[config.mk]
export PLATFORM = sky130hd
export DESIGN_NAME = mem_access_stage
export DESIGN_NICKNAME = d
export VERILOG_FILES = /design/src/rtl/mem_access_stage.sv
export SDC_FILE = /design/constraint.sdc
export NUM_CORES = 1
export LEC_CHECK = 0
export ABC_CLOCK_PERIOD_IN_PS = 2200
export BUFFER_PORTS_ARGS = -buffer_cell sky130_fd_sc_hd__buf_4
export CAP_MARGIN = 20
export CELL_PAD_IN_SITES_DETAIL_PLACEMENT = 1
export CELL_PAD_IN_SITES_GLOBAL_PLACEMENT = 2
export CORE_ASPECT_RATIO = 1.4
export CORE_MARGIN = 2
export CORE_UTILIZATION = 29
export CTS_CLUSTER_DIAMETER = 50
export DETAILED_ROUTE_END_ITERATION = 12
export GPL_TIMING_DRIVEN = 0
export HOLD_SLACK_MARGIN = 0.1
export PLACE_DENSITY = 0.85
export SKIP_CTS_REPAIR_TIMING = 1
export SYNTH_ARGS = -nofsm -noshare
export SYNTH_HDL_FRONTEND = slang
export SYNTH_SLANG_ARGS = --single-unit
[constraint.sdc]
create_clock -name clk -period 2.2 [get_ports clk]
set_input_delay 0.55 -clock clk [delete_from_list [all_inputs] [get_ports clk]]
set_output_delay 0.55 -clock clk [all_outputs]
set_load 0.01 [all_outputs]
[src/rtl/mem_access_stage.sv]
`default_nettype none
// ============================================================================
// mem_access_stage : EX->MEM stage; ALU pass-through or 1/2-word bus access
// Rev 1.0 : initial release
// ============================================================================
module mem_access_stage #(
   parameter int DATA_W = 16,
   parameter int ADDR_W = 32
) (
   input  logic                  clk,
   input  logic                  rst,
   input  logic                  InValid,
   output logic                  InReady,
   input  logic                  MemRead,
   input  logic                  MemWrite,
   input  logic                  Wide,
   input  logic [DATA_W-1:0]     ExResult,
   input  logic [ADDR_W-1:0]     ExAddress,
   input  logic [2*DATA_W-1:0]   StoreData,
   input  logic                  RegWriteIn,
   input  logic [2:0]            RdIn,
   input  logic                  Flush,
   output logic                  MemReq,
   output logic                  MemWe,
   output logic [ADDR_W-1:0]     MemAddr,
   output logic [DATA_W-1:0]     MemWData,
   input  logic                  MemAck,
   input  logic [DATA_W-1:0]     MemRData,
   output logic                  OutValid,
   output logic [2*DATA_W-1:0]   OutData,
   output logic                  OutRegWrite,
   output logic [2:0]            OutRd
);

   localparam logic [1:0] c_IDLE  = 2'd0;
   localparam logic [1:0] c_WORD0 = 2'd1;
   localparam logic [1:0] c_WORD1 = 2'd2;

   logic [1:0]          r_state;
   logic                r_we;
   logic                r_wide;
   logic [ADDR_W-1:0]   r_addr;
   logic [2*DATA_W-1:0] r_store;
   logic                r_regwr;
   logic [2:0]          r_rd;
   logic                r_kill;
   logic [DATA_W-1:0]   r_word0;
   logic                r_out_valid;
   logic [2*DATA_W-1:0] r_out_data;
   logic                r_out_regwrite;
   logic [2:0]          r_out_rd;

   logic                w_accept;
   logic                w_done;
   logic                w_kill_now;
   logic [2*DATA_W-1:0] w_load_data;

   assign InReady     = (r_state == c_IDLE);
   assign w_accept    = InValid & InReady;
   assign MemReq      = (r_state != c_IDLE);
   assign MemWe       = MemReq & r_we;
   assign MemAddr     = (r_state == c_WORD1) ? r_addr + {{(ADDR_W-1){1'b0}}, 1'b1} : r_addr;
   assign MemWData    = (r_state == c_WORD1) ? r_store[2*DATA_W-1:DATA_W] : r_store[DATA_W-1:0];
   assign w_done      = MemAck & (((r_state == c_WORD0) & ~r_wide) | (r_state == c_WORD1));
   assign w_kill_now  = r_kill | Flush;
   // Word 0 of a wide load is staged so OutData only changes on completion
   assign w_load_data = (r_state == c_WORD1) ? {MemRData, r_word0}
                                             : {{DATA_W{1'b0}}, MemRData};

   assign OutValid    = r_out_valid;
   assign OutData     = r_out_data;
   assign OutRegWrite = r_out_regwrite;
   assign OutRd       = r_out_rd;

   always_ff @(posedge clk) begin
      if (!rst) begin
         r_state        <= c_IDLE;
         r_we           <= 1'b0;
         r_wide         <= 1'b0;
         r_addr         <= '0;
         r_store        <= '0;
         r_regwr        <= 1'b0;
         r_rd           <= '0;
         r_kill         <= 1'b0;
         r_word0        <= '0;
         r_out_valid    <= 1'b0;
         r_out_data     <= '0;
         r_out_regwrite <= 1'b0;
         r_out_rd       <= '0;
      end else begin
         r_out_valid    <= 1'b0;
         r_out_regwrite <= 1'b0;
         case (r_state)
            c_IDLE: begin
               if (w_accept && !Flush) begin
                  if (MemRead || MemWrite) begin
                     r_we    <= MemWrite;
                     r_wide  <= Wide;
                     r_addr  <= ExAddress;
                     r_store <= StoreData;
                     r_regwr <= RegWriteIn;
                     r_rd    <= RdIn;
                     r_kill  <= 1'b0;
                     r_state <= c_WORD0;
                  end else begin
                     r_out_valid    <= 1'b1;
                     r_out_data     <= {{DATA_W{1'b0}}, ExResult};
                     r_out_regwrite <= RegWriteIn;
                     r_out_rd       <= RdIn;
                  end
               end
            end
            c_WORD0, c_WORD1: begin
               if (Flush) begin
                  r_kill <= 1'b1;
               end
               if (MemAck && r_state == c_WORD0 && r_wide) begin
                  r_word0 <= MemRData;
                  r_state <= c_WORD1;
               end
               if (w_done) begin
                  r_state <= c_IDLE;
                  r_kill  <= 1'b0;
                  if (!w_kill_now) begin
                     r_out_valid <= 1'b1;
                     r_out_rd    <= r_rd;
                     if (!r_we) begin
                        r_out_data     <= w_load_data;
                        r_out_regwrite <= r_regwr;
                     end
                  end
               end
            end
            default: r_state <= c_IDLE;
         endcase
      end
   end

endmodule
`default_nettype wire

# Word-level counts from Yosys, hierarchy flattened
# Cells that the tools add are included.
[word_totals]
input_bits = 108
reg_bits = 126
elab_cells = 81
[op_classes]
n_reduce_logical = 15
muxes = 35
bitwise = 7
n_eq_ne = 10
n_addsub = 1
[op_table]
columns = ["op", "count"]
rows = [
  ["$mux 32", 7],
  ["$pmux 32 s2", 1],
  ["$add 32x1->32 const B", 1],
  ["$mux 16", 1],
  ["$mux 1", 13],
  ["$mux 3", 4],
  ["$mux 2", 4],
  ["$ne 2x2->1 const B", 4],
  ["$ne 3x3->1 const B", 2],
  ["$pmux 1 s2", 3],
  ["$pmux 3 s2", 1],
  ["$reduce_and 3->1", 2],
  ["$reduce_and 6->1", 1],
  ["$reduce_and 5->1", 1],
  ["$and 1x1->1", 4],
  ["$ne 2x1->1 const B", 2],
  ["$pmux 2 s2", 1],
  ["$reduce_and 4->1", 1],
  ["$reduce_bool 2->1", 2],
  ["$logic_and 1x1->1", 3],
  ["$eq 2x1->1 const B", 1],
  ["$eq 2x2->1 const B", 1],
  ["$logic_not 2->1", 1],
  ["$or 1x1->1", 2],
  ["5 further kinds", 5],
]

# Depth between registers and ports, before layout
# Gate-level depths: netlist (run 1).
[logic_depth]
depth_word = 6
ltp_mapped = 10
depth_no_buf = 7

# Worst setup path after synthesis (run 1)
# Ideal clock, no wire load.
[synth_path]
path_type = "register to output"
start = "register r_state[0]"
end = "output MemAddr[31]"
arrival_time_ns = 1.639
path_stages_with_launch = 8
t_required_ns = 1.650
setup_slack_ns = 0.011
path_cell_list = "dfxtp_1 -> inv_1 -> ha_1 -> nand4_1 -> nor4_4 -> nand2_2 -> nor3_2 -> xor2_1"
[synth_between]
elab_chain_cells = 2
[synth_lines]
columns = ["item", "line_no", "source"]
rows = [
  ["start: declaration", "39", "logic [1:0] r_state;"],
  ["start signal: assignment", "77", "r_state <= c_IDLE;"],
  ["start signal: assignment", "104", "r_state <= c_WORD0;"],
  ["start signal: assignment", "119", "r_state <= c_WORD1;"],
  ["$eq 2x2->1", "62", "assign MemAddr = (r_state == c_WORD1) ? r_addr + {{(ADDR_W-1){1'b0}}, 1'b1} : r_addr;"],
  ["$mux 32", "62", ""],
  ["end: declaration", "25", "output logic [ADDR_W-1:0] MemAddr,"],
]
# No other way between the ends.

# Worst setup path in the final report (run 1)
# Ends and elaborated chain as after synthesis.

==> metrics.yaml, run 1 <==
p_per_area_mw_per_mm2: 721
worstHoldPathType: "input pin to flop"
nFillCells: 2497
die_area_mm2: 0.0220
place_hpwl_um: 15700
synthXorXnorAreaFrac: 0.0451
path_max_fanout: 5
ioPinCount: 196
critPathCaptureType: "output port"
ys_ff_latch: 126
insertion_delay_ns: 0.42
ys_seq_area_frac: 0.419
vias_per_cell: 4.78
cts_buffers: 17
grt_pass1_vias: 6050
hold_viol_final: 0
cp-start-kind: "flop"
hold_slack_ns: 0.384
power_mw: 6.40
fin_crit_sh: 1.30
final_nets: 1067
antenna_found_initial: 0
die_height_um: 175
p_leak_nw: 3.66
coreArea_mm2: 0.0205
cts.sinks: 126
yosys.cell_types.count: 48
drc: 0
avgRoutedWirePerCell_um: 17.3
tightest_slew_ns: 0.637
first_pass_iters: 4
path_class: "flop to output port"
htree_levels: 4
gp_congestion: 0.775
port_buffers: 194
cts_tree: "done"
synthSimpleGateAreaFrac: 0.231
die_w_um: 126
synth_compound_gate_area_share: 0.183
grt_pass1_wl_um: 32300
ys.flop_type: "dfxtp_1"
yosysWarnings: 0
r2r_cells: 10
outcome: "complete, but fails checks"
path_clk_slew_ns: 0.06
drtIter0Drc: 148
stdcell_count: 1223
synthesis.nets: 836
synthMuxAreaShare: 0.0650
peakVddDrop_mv: 0.492
synthesis.area_mm2: 0.00602
max_freq_mhz: 349
synthAdderAreaFrac: 0.0104
start_util: 0.294
grt_use_total: 0.188
ant_nets: 0
fin_util: 0.434
hold_start: "ExResult[2]"
skew_ns: 0.0164
avgSynthCellArea_um2: 8.33
drv_slew: 0
min_delay_path_depth: 3
ys_async_sr_fraction: 0
syn_inst: 723
overflow: 0
rsz0062_at_grt: "yes"
drv_cap: 0
dr_total_vias: 5850
maxSlewHeadroom: 0.575
clockRootBuffer: "clkbuf_16"
grt_start_max_net_pins: 17
clock_path_buffers: 2
area.growth.synth_to_final_pct: 47.5
drive_above_1_share: 0.347
arrival_ns: 2.32
r2r-start: "r_state[1]"
synth-edff-count: 0
place_inst: 1173
wirelength_um: 21100
regToRegSetupSlack_ns: 0.06
rows: 62
final.min_clock_period_ns: 2.87
setup_viol_count_final: 48
setup_slack_ns: -0.666
crit_required_ns: 1.65
synth_top_family_by_area: "simple AND/OR/NAND/NOR gates"
antenna_cells: 0
worstReg2RegEnd: "OutData[7]"
hold_end: "OutData[2]"
violations: "negative setup slack"
==> cells in the final DEF, fill, tap and decap left out, types with 3 or more instances in the layout <==
| master | instances |
|---|---|
| a21boi_0 | 80 |
| a21boi_1 | 6 |
| and4_1 | 3 |
| buf_12 | 5 |
| buf_2 | 12 |
| buf_4 | 202 |
| buf_6 | 14 |
| clkbuf_1 | 20 |
| clkbuf_16 | 18 |
| clkbuf_2 | 11 |
| clkbuf_4 | 3 |
| clkinv_4 | 6 |
| dfxtp_1 | 118 |
| dfxtp_2 | 7 |
| ha_1 | 3 |
| inv_1 | 6 |
| mux2_2 | 11 |
| mux2_4 | 6 |
| mux2i_1 | 20 |
| nand2_1 | 234 |
| nand3_1 | 10 |
| nand4_1 | 22 |
| nor2_1 | 11 |
| nor2_4 | 3 |
| nor3_4 | 3 |
| o2111ai_1 | 16 |
| o211a_1 | 4 |
| o21ai_0 | 29 |
| o21ai_1 | 6 |
| xnor2_1 | 15 |
| xnor2_2 | 3 |
| xor2_1 | 10 |
| xor2_2 | 3 |
==> where the power goes <==
part	leakage [nW]	switching, mW	internal, mW	total, mW
Clock	0.278	1.10	1.71	2.81
Combinational	2.36	0.578	0.524	1.10
Sequential	1.03	0.0921	2.40	2.49
Total	3.66	1.77	4.64	6.40
==> state kept, by name, summed over array words and instances (netlist names), 2 cells and up <==
| name | cells |
|---|---|
| OutData | 32 |
| OutRd | 3 |
| r_addr | 32 |
| r_rd | 3 |
| r_state | 2 |
| r_store | 32 |
| r_word0 | 16 |
==> cell families (layout without fill, tap and decap cells) <==
group	after synthesis	after routing
multiplexers	37	37
AO/OA/AOI/OAI	152	152
XOR/XNOR	31	31
buffers and inverters	60	304
AND/OR/NAND/NOR	312	312
adder cells (fa/ha/maj)	5	5
flip-flops	126	126
==> through the flow <==
stage	TNS [ns]	setup slack (ns)	instance area [µm²]
after global routing	-19.47	-0.756	8880
final	-15.03	-0.666	8880
after CTS	-39.34	-1.10	8390
after detailed placement	-20.27	-0.643	7800
after floorplan	0	0.0113	6020
after global placement	-17.53	-0.607	7800
==> worst max-delay path, cell delays in order, from the launching register on <==
cell and delay [ns]:
dfxtp_4 0.35, inv_4 0.06, ha_4 0.16, nand4_1 0.12, buf_6 0.16, nor4_4 0.26, buf_6 0.17, nand2_8 0.07
nor3_4 0.23, xor2_1 0.16, buf_4 0.15
==> final cells by class <==
cell class,count,area [µm²],area share
clock buffer,21,450,0.0507
buffer,53,345,0.0389
multi-input combinational,537,3410,0.384
clock inverter,11,136,0.0154
inverter,7,28.8,0.00324
timing repair buffer,212,1660,0.186
tap,256,320,0.0361
sequential,126,2530,0.285
==> synthesized netlist by cell type, types with 3 or more instances <==
library cell,instances,share of area
o211a_1,4,0.0066
xnor2_1,18,0.026
a21boi_1,6,0.0075
ha_1,5,0.010
buf_6,4,0.0075
buf_2,17,0.014
o2111ai_1,16,0.023
dfxtp_1,126,0.42
nand4_1,22,0.023
and4_1,4,0.0058
o21ai_0,29,0.024
a21boi_0,80,0.10
nand2_1,235,0.15
and3_1,3,0.0031
clkbuf_2,4,0.0033
clkbuf_1,25,0.016
xor2_1,13,0.019
nor2_1,16,0.010
inv_1,7,0.0044
mux2i_1,20,0.033
mux2_2,17,0.032
nand3_1,12,0.010
o21ai_1,6,0.0050
==> layer usage <==
layer / GRT usage / vias up / share of wire
li1: - / 2925 / -
met1: 0.214 / 2773 / 0.41
met2: 0.354 / 130 / 0.54
met3: 0.0335 / 22 / 0.037
met4: 0.0540 / 0 / 0.016
met5: 0 / - / 0
==> how the worst max path moves through the flow <==
stage                     from           to  slack (ns)  cells after the start
floorplan           r_state[0]  MemAddr[31]        0.01                      7
global placement    r_state[0]  MemAddr[31]       -0.61                      8
detailed placement  r_state[0]  MemAddr[31]       -0.64                      8
CTS                 r_state[0]  MemAddr[31]       -1.10                      8
global route        r_state[0]  MemAddr[31]       -0.76                     10
finish              r_state[0]  MemAddr[31]       -0.67                     10
Power figures use the tool's default switching activity.
==> run 2: changes to the inputs <==
--- a/config.mk
+++ b/config.mk
@@ -17,7 +17,7 @@
 export DETAILED_ROUTE_END_ITERATION = 12
 export GPL_TIMING_DRIVEN = 0
 export HOLD_SLACK_MARGIN = 0.1
-export PLACE_DENSITY = 0.85
+export PLACE_DENSITY = 0.82
 export SKIP_CTS_REPAIR_TIMING = 1
 export SYNTH_ARGS = -nofsm -noshare
 export SYNTH_HDL_FRONTEND = slang
==> metrics.yaml, run 2 (synthesized netlist as in run 1, its figures left out) <==
path_class: "flop to output port"
drv_slew: 0  # unchanged
pwr-share-seq: 0.395  # +0.006
grt_pass1_vias: 5990  # -0.99%
place_inst: 1173  # unchanged
clockPowerShare: 0.436  # -0.003
dr_total_vias: 5770  # -1.4%
drtIter0Drc: 205  # +39%
first_pass_iters: 4  # unchanged
stdcell_count: 1217  # -0.49%
crit_required_ns: 1.65  # about the same
max_freq_mhz: 343  # -1.7%
cts_tree: "done"
p_per_area_mw_per_mm2: 731  # +1.4%
internal_power_mw: 4.62  # -0.36%
final_common_cell: "nand2_1"
insertion_delay_ns: 0.42  # about the same
area.growth.synth_to_final_pct: 43.3
coreArea_mm2: 0.0205  # unchanged
ant_nets: 0  # unchanged
swShare: 0.268  # -0.00849
setup_viol_count_final: 48  # unchanged
arrival_ns: 2.37  # +0.05 ns
worstHoldPathType: "input pin to flop"
clock_path_buffers: 2  # unchanged
rsz0062_at_grt: "yes"
hold_viol_final: 0  # unchanged
dp_slack_ns: -0.566  # +0.0772 ns
path_max_fanout: 4  # -1
grt_pass1_wl_um: 32000  # -0.98%
drive_above_1_share: 0.329  # -0.0186
port_buffers: 194  # unchanged
cts.sinks: 126  # unchanged
place_hpwl_um: 15900  # +1.3%
fin_crit_sh: 1.33  # +0.0228
vias_per_cell: 4.74  # -0.88%
p_leak_nw: 3.56  # -2.7%
ioPinCount: 196  # unchanged
peakVddDrop_mv: 0.476  # -3.1%
outcome: "complete, but fails checks"
final_nets: 1062  # -0.47%
die_area_mm2: 0.0220  # unchanged
tightest_slew_ns: 0.620  # -0.0171 ns
violations: "negative setup slack"
skew_ns: 0.0109  # -0.00558 ns
cp-start-kind: "flop"
cts_buffers: 17  # unchanged
p_comb_frac: 0.170  # -0.002
clockRootBuffer: "clkbuf_16"
overflow: 0  # unchanged
maxSlewHeadroom: 0.587  # +0.0114
die_height_um: 175  # unchanged
drc: 0  # unchanged
wirelength_um: 20800  # -1.5%
gp_congestion: 0.769  # -0.74%
die_w_um: 126  # unchanged
start_util: 0.294  # unchanged
grt_start_max_net_pins: 17  # unchanged
setup_slack_ns: -0.717  # -0.0503 ns
avgRoutedWirePerCell_um: 17.1  # -1.0%
drv_cap: 0  # unchanged
critPathCaptureType: "output port"
switchingPower_mw: 1.69  # -4.5%
rows: 62  # unchanged
path_clk_slew_ns: 0.06  # about the same
grt_use_total: 0.186  # -0.00196
antenna_found_initial: 0  # unchanged
htree_levels: 4  # unchanged
final.min_clock_period_ns: 2.92  # +0.0503 ns
most-common-layout-cells: "234 x nand2_1, 208 x buf_4, 124 x dfxtp_1, 79 x a21boi_0, 29 x o21ai_0"
antenna_cells: 0  # unchanged
run 2: power groups by stage:
stage | combinational [mW] | sequential (mW) | clock, mW
after floorplan | 0.498 | 2.53 | 0
after global placement | 1.02 | 2.53 | 0
after detailed placement | 1.03 | 2.54 | 0
after CTS | 1.03 | 2.49 | 2.82
after global routing | 1.17 | 2.50 | 2.92
final | 1.07 | 2.49 | 2.75
run 2: path summary, 6_finish.rpt:
path / start / end / slack, ns / cells past startpoint
worst min-delay path: StoreData[21] / r_store[21] / 0.38 / 3
worst max register to register: r_state[0] / r_word0[6] / 0.13 / 8
worst min register to register: OutData[27] / OutData[27] / 0.46 / 2
worst max-delay path: r_state[0] / MemAddr[31] / -0.72 / 9
run 2: metrics by stage:
step	total power [mW]	instance area, µm²	utilization	TNS (ns)	hold slack (ns)
global placement	3.55	7800	0.381	-16.86	0.443
global route	6.60	8630	0.421	-25.24	0.377
detailed placement	3.56	7800	0.381	-18.20	0.456
floorplan	3.03	6020	-	0	0.435
CTS	6.34	8380	0.409	-37.06	0.363
finish	6.31	8630	0.421	-19.66	0.381
run 2: layout make-up:
type	instances	area (µm²)
plain buffers	53	300
clock buffers	21	460
clock inverters	10	115
fillers	2508	11900
inverters	7	26.3
multi-input cells	537	3310
flip-flops and latches	126	2520
well taps	256	320
repair buffers	207	1570
run 2: worst max-delay path: stages, from the launching register on:
cell and delay, ns:
dfxtp_2 0.33, inv_2 0.08, ha_4 0.16, nand4_1 0.10, buf_6 0.15, nor4_4 0.41
nand2_2 0.15, nor3_4 0.25, xor2_1 0.17, buf_4 0.14
run 2: per-layer routing:
layer | global-route usage | up-vias | routed length (µm)
met4 | 0.0705 | 0 | 488
li1 | - | 2912 | -
met1 | 0.212 | 2715 | 8560
met5 | 0 | - | 0
met2 | 0.337 | 119 | 10900
met3 | 0.0409 | 24 | 795
==> run 3: changes to the inputs <==
--- a/config.mk
+++ b/config.mk
@@ -17,7 +17,8 @@
 export DETAILED_ROUTE_END_ITERATION = 12
 export GPL_TIMING_DRIVEN = 0
 export HOLD_SLACK_MARGIN = 0.1
-export PLACE_DENSITY = 0.82
+export PLACE_DENSITY_LB_ADDON = 0.25
+export SETUP_SLACK_MARGIN = 0.2
 export SKIP_CTS_REPAIR_TIMING = 1
 export SYNTH_ARGS = -nofsm -noshare
 export SYNTH_HDL_FRONTEND = slang
==> metrics.yaml, run 3 (synthesized netlist as in run 1, its figures left out) <==
setup-tns-final_ns: -21.23  # -1.57 ns
vias_per_cell: 4.73  # -0.19%
outcome: "complete, but fails checks"
grt_pass1_vias: 6028  # +0.63%
drv_cap: 0  # unchanged
critPathCaptureType: "output port"
seq_area_mm2: 0.00253  # +0.35%
arrival_ns: 2.35  # -0.02 ns
grt_use_total: 0.187  # +0.00153
internal_power_mw: 4.71  # +2.1%
stdcell_count: 1224  # +0.58%
path_clk_slew_ns: 0.06  # about the same
most-common-layout-cells: "233 x nand2_1, 212 x buf_4, 119 x dfxtp_1, 80 x a21boi_0, 29 x o21ai_0"
overflow: 0  # unchanged
setup_viol_count_final: 48  # unchanged
skew_ns: 0.0104  # -0.000461 ns
die_area_mm2: 0.0220  # unchanged
clockPowerShare: 0.450  # +0.014
grt_pass1_wl_um: 32700  # +2.0%
first_pass_iters: 4  # unchanged
switchingPower_mw: 1.75  # +3.9%
gp_congestion: 0.802  # +4.3%
fin_crit_sh: 1.32  # -0.00538
p_leak_nw: 3.64  # +2.2%
path_class: "flop to output port"
nFillCells: 2468  # -1.6%
cts_tree: "done"
cp-start-kind: "flop"
crit_required_ns: 1.65  # about the same
power_mw: 6.47  # +2.6%
swShare: 0.271  # +0.00339
port_buffers: 194  # unchanged
clock_path_buffers: 2  # unchanged
die_height_um: 175  # unchanged
p_per_area_mw_per_mm2: 735  # +0.61%
coreArea_mm2: 0.0205  # unchanged
avgRoutedWirePerCell_um: 16.8  # -1.6%
ioPinCount: 196  # unchanged
antenna_found_initial: 0  # unchanged
area.growth.synth_to_final_pct: 46.0
maxSlewHeadroom: 0.551  # -0.0354
peakVddDrop_mv: 0.467  # -2.0%
final_common_cell: "nand2_1"
worstHoldPathType: "input pin to flop"
path_max_fanout: 5  # +1
rows: 62  # unchanged
multiInputGateArea_mm2: 0.00339  # +2.4%
dr_total_vias: 5792  # +0.38%
placed_cell_area_mm2: 0.00783  # +0.40%
postLayoutCellArea_mm2: 0.00880  # +1.9%
violations: "negative setup slack"
antenna_cells: 0  # unchanged
die_w_um: 126  # unchanged
place_inst: 1173  # unchanged
final_nets: 1068  # +0.56%
grt_start_max_net_pins: 17  # unchanged
hold_viol_final: 0  # unchanged
wirelength_um: 20600  # -1.0%
clockRootBuffer: "clkbuf_16"
cts.sinks: 126  # unchanged
drtIter0Drc: 190  # -7.3%
insertion_delay_ns: 0.42  # about the same
cts_buffers: 17  # unchanged
drv_slew: 0  # unchanged
start_util: 0.294  # unchanged
p_comb_frac: 0.165  # -0.005
drc: 0  # unchanged
final.min_clock_period_ns: 2.90  # -0.0118 ns
rsz0062_at_grt: "yes"
htree_levels: 4  # unchanged
ant_nets: 0  # unchanged
place_hpwl_um: 15800  # -0.66%
setup_slack_ns: -0.705  # +0.0118 ns
max_freq_mhz: 344  # +0.41%
pwr-share-seq: 0.384  # -0.011
drive_above_1_share: 0.353  # +0.0245
tightest_slew_ns: 0.673  # +0.0532 ns
[run 3: cell types whose count changed in the layout (fill, tap and decap cells not counted), moves of 3 or more]
cell     delta
buf_2       +3
buf_4       +4
dfxtp_1     -5
dfxtp_2     +4
nand3_1     -6
nand3_2     +5
nor2_2      +3
xnor2_1     -3
xnor2_2     +3
[run 3: per-stage QoR]
stage               hold WS, ns  setup slack, ns  utilization
floorplan                 0.435           0.0750            -
global placement          0.440           -0.512        0.382
detailed placement        0.446           -0.504        0.382
CTS                       0.371           -0.975        0.412
global route              0.378           -0.812        0.429
finish                    0.382           -0.705        0.429
[run 3: path summary, 6_finish.rpt]
path / start / endpoint / slack [ns] / depth (start not counted)
setup / recovery: r_state[0] / MemAddr[31] / -0.70 / 10
hold / removal: StoreData[26] / r_store[26] / 0.38 / 3
setup reg to reg: r_state[1] / r_addr[17] / 0.14 / 10
hold reg to reg: OutData[12] / OutData[12] / 0.45 / 2
[run 3: worst max-delay path: stages, from the launching register on]
cell and delay [ns]:
dfxtp_4 0.35, inv_4 0.07, ha_4 0.18, nand4_1 0.10
buf_6 0.15, nor4_4 0.27, buf_6 0.18, nand2_8 0.07
nor3_4 0.25, xor2_1 0.17, buf_4 0.14
[run 3: cell type report]
cell class,instances,share of cell area
plain buffers,53,0.0336
clock buffers,19,0.0504
clock inverters,13,0.0186
inverters,7,0.00327
multi-input cells,537,0.385
flip-flops and latches,126,0.288
well taps,256,0.0364
repair buffers,213,0.184
[run 3: metal layers]
metal  up-vias  wire length, µm  GRT usage
met5         -                0          0
met4         0              269     0.0531
met3        19              936     0.0388
met2       127            10500      0.334
met1      2712             8820      0.227
li1       2934                -          -
[run 3: power by group through the flow]
stage | clock network [mW] | logic, mW | registers [mW]
2_1_floorplan | 0 | 0.500 | 2.53
3_3_place_gp | 0 | 1.03 | 2.53
3_5_place_dp | 0 | 1.04 | 2.53
4_1_cts | 2.98 | 1.04 | 2.48
5_1_grt | 3.08 | 1.18 | 2.50
6_report | 2.91 | 1.07 | 2.49
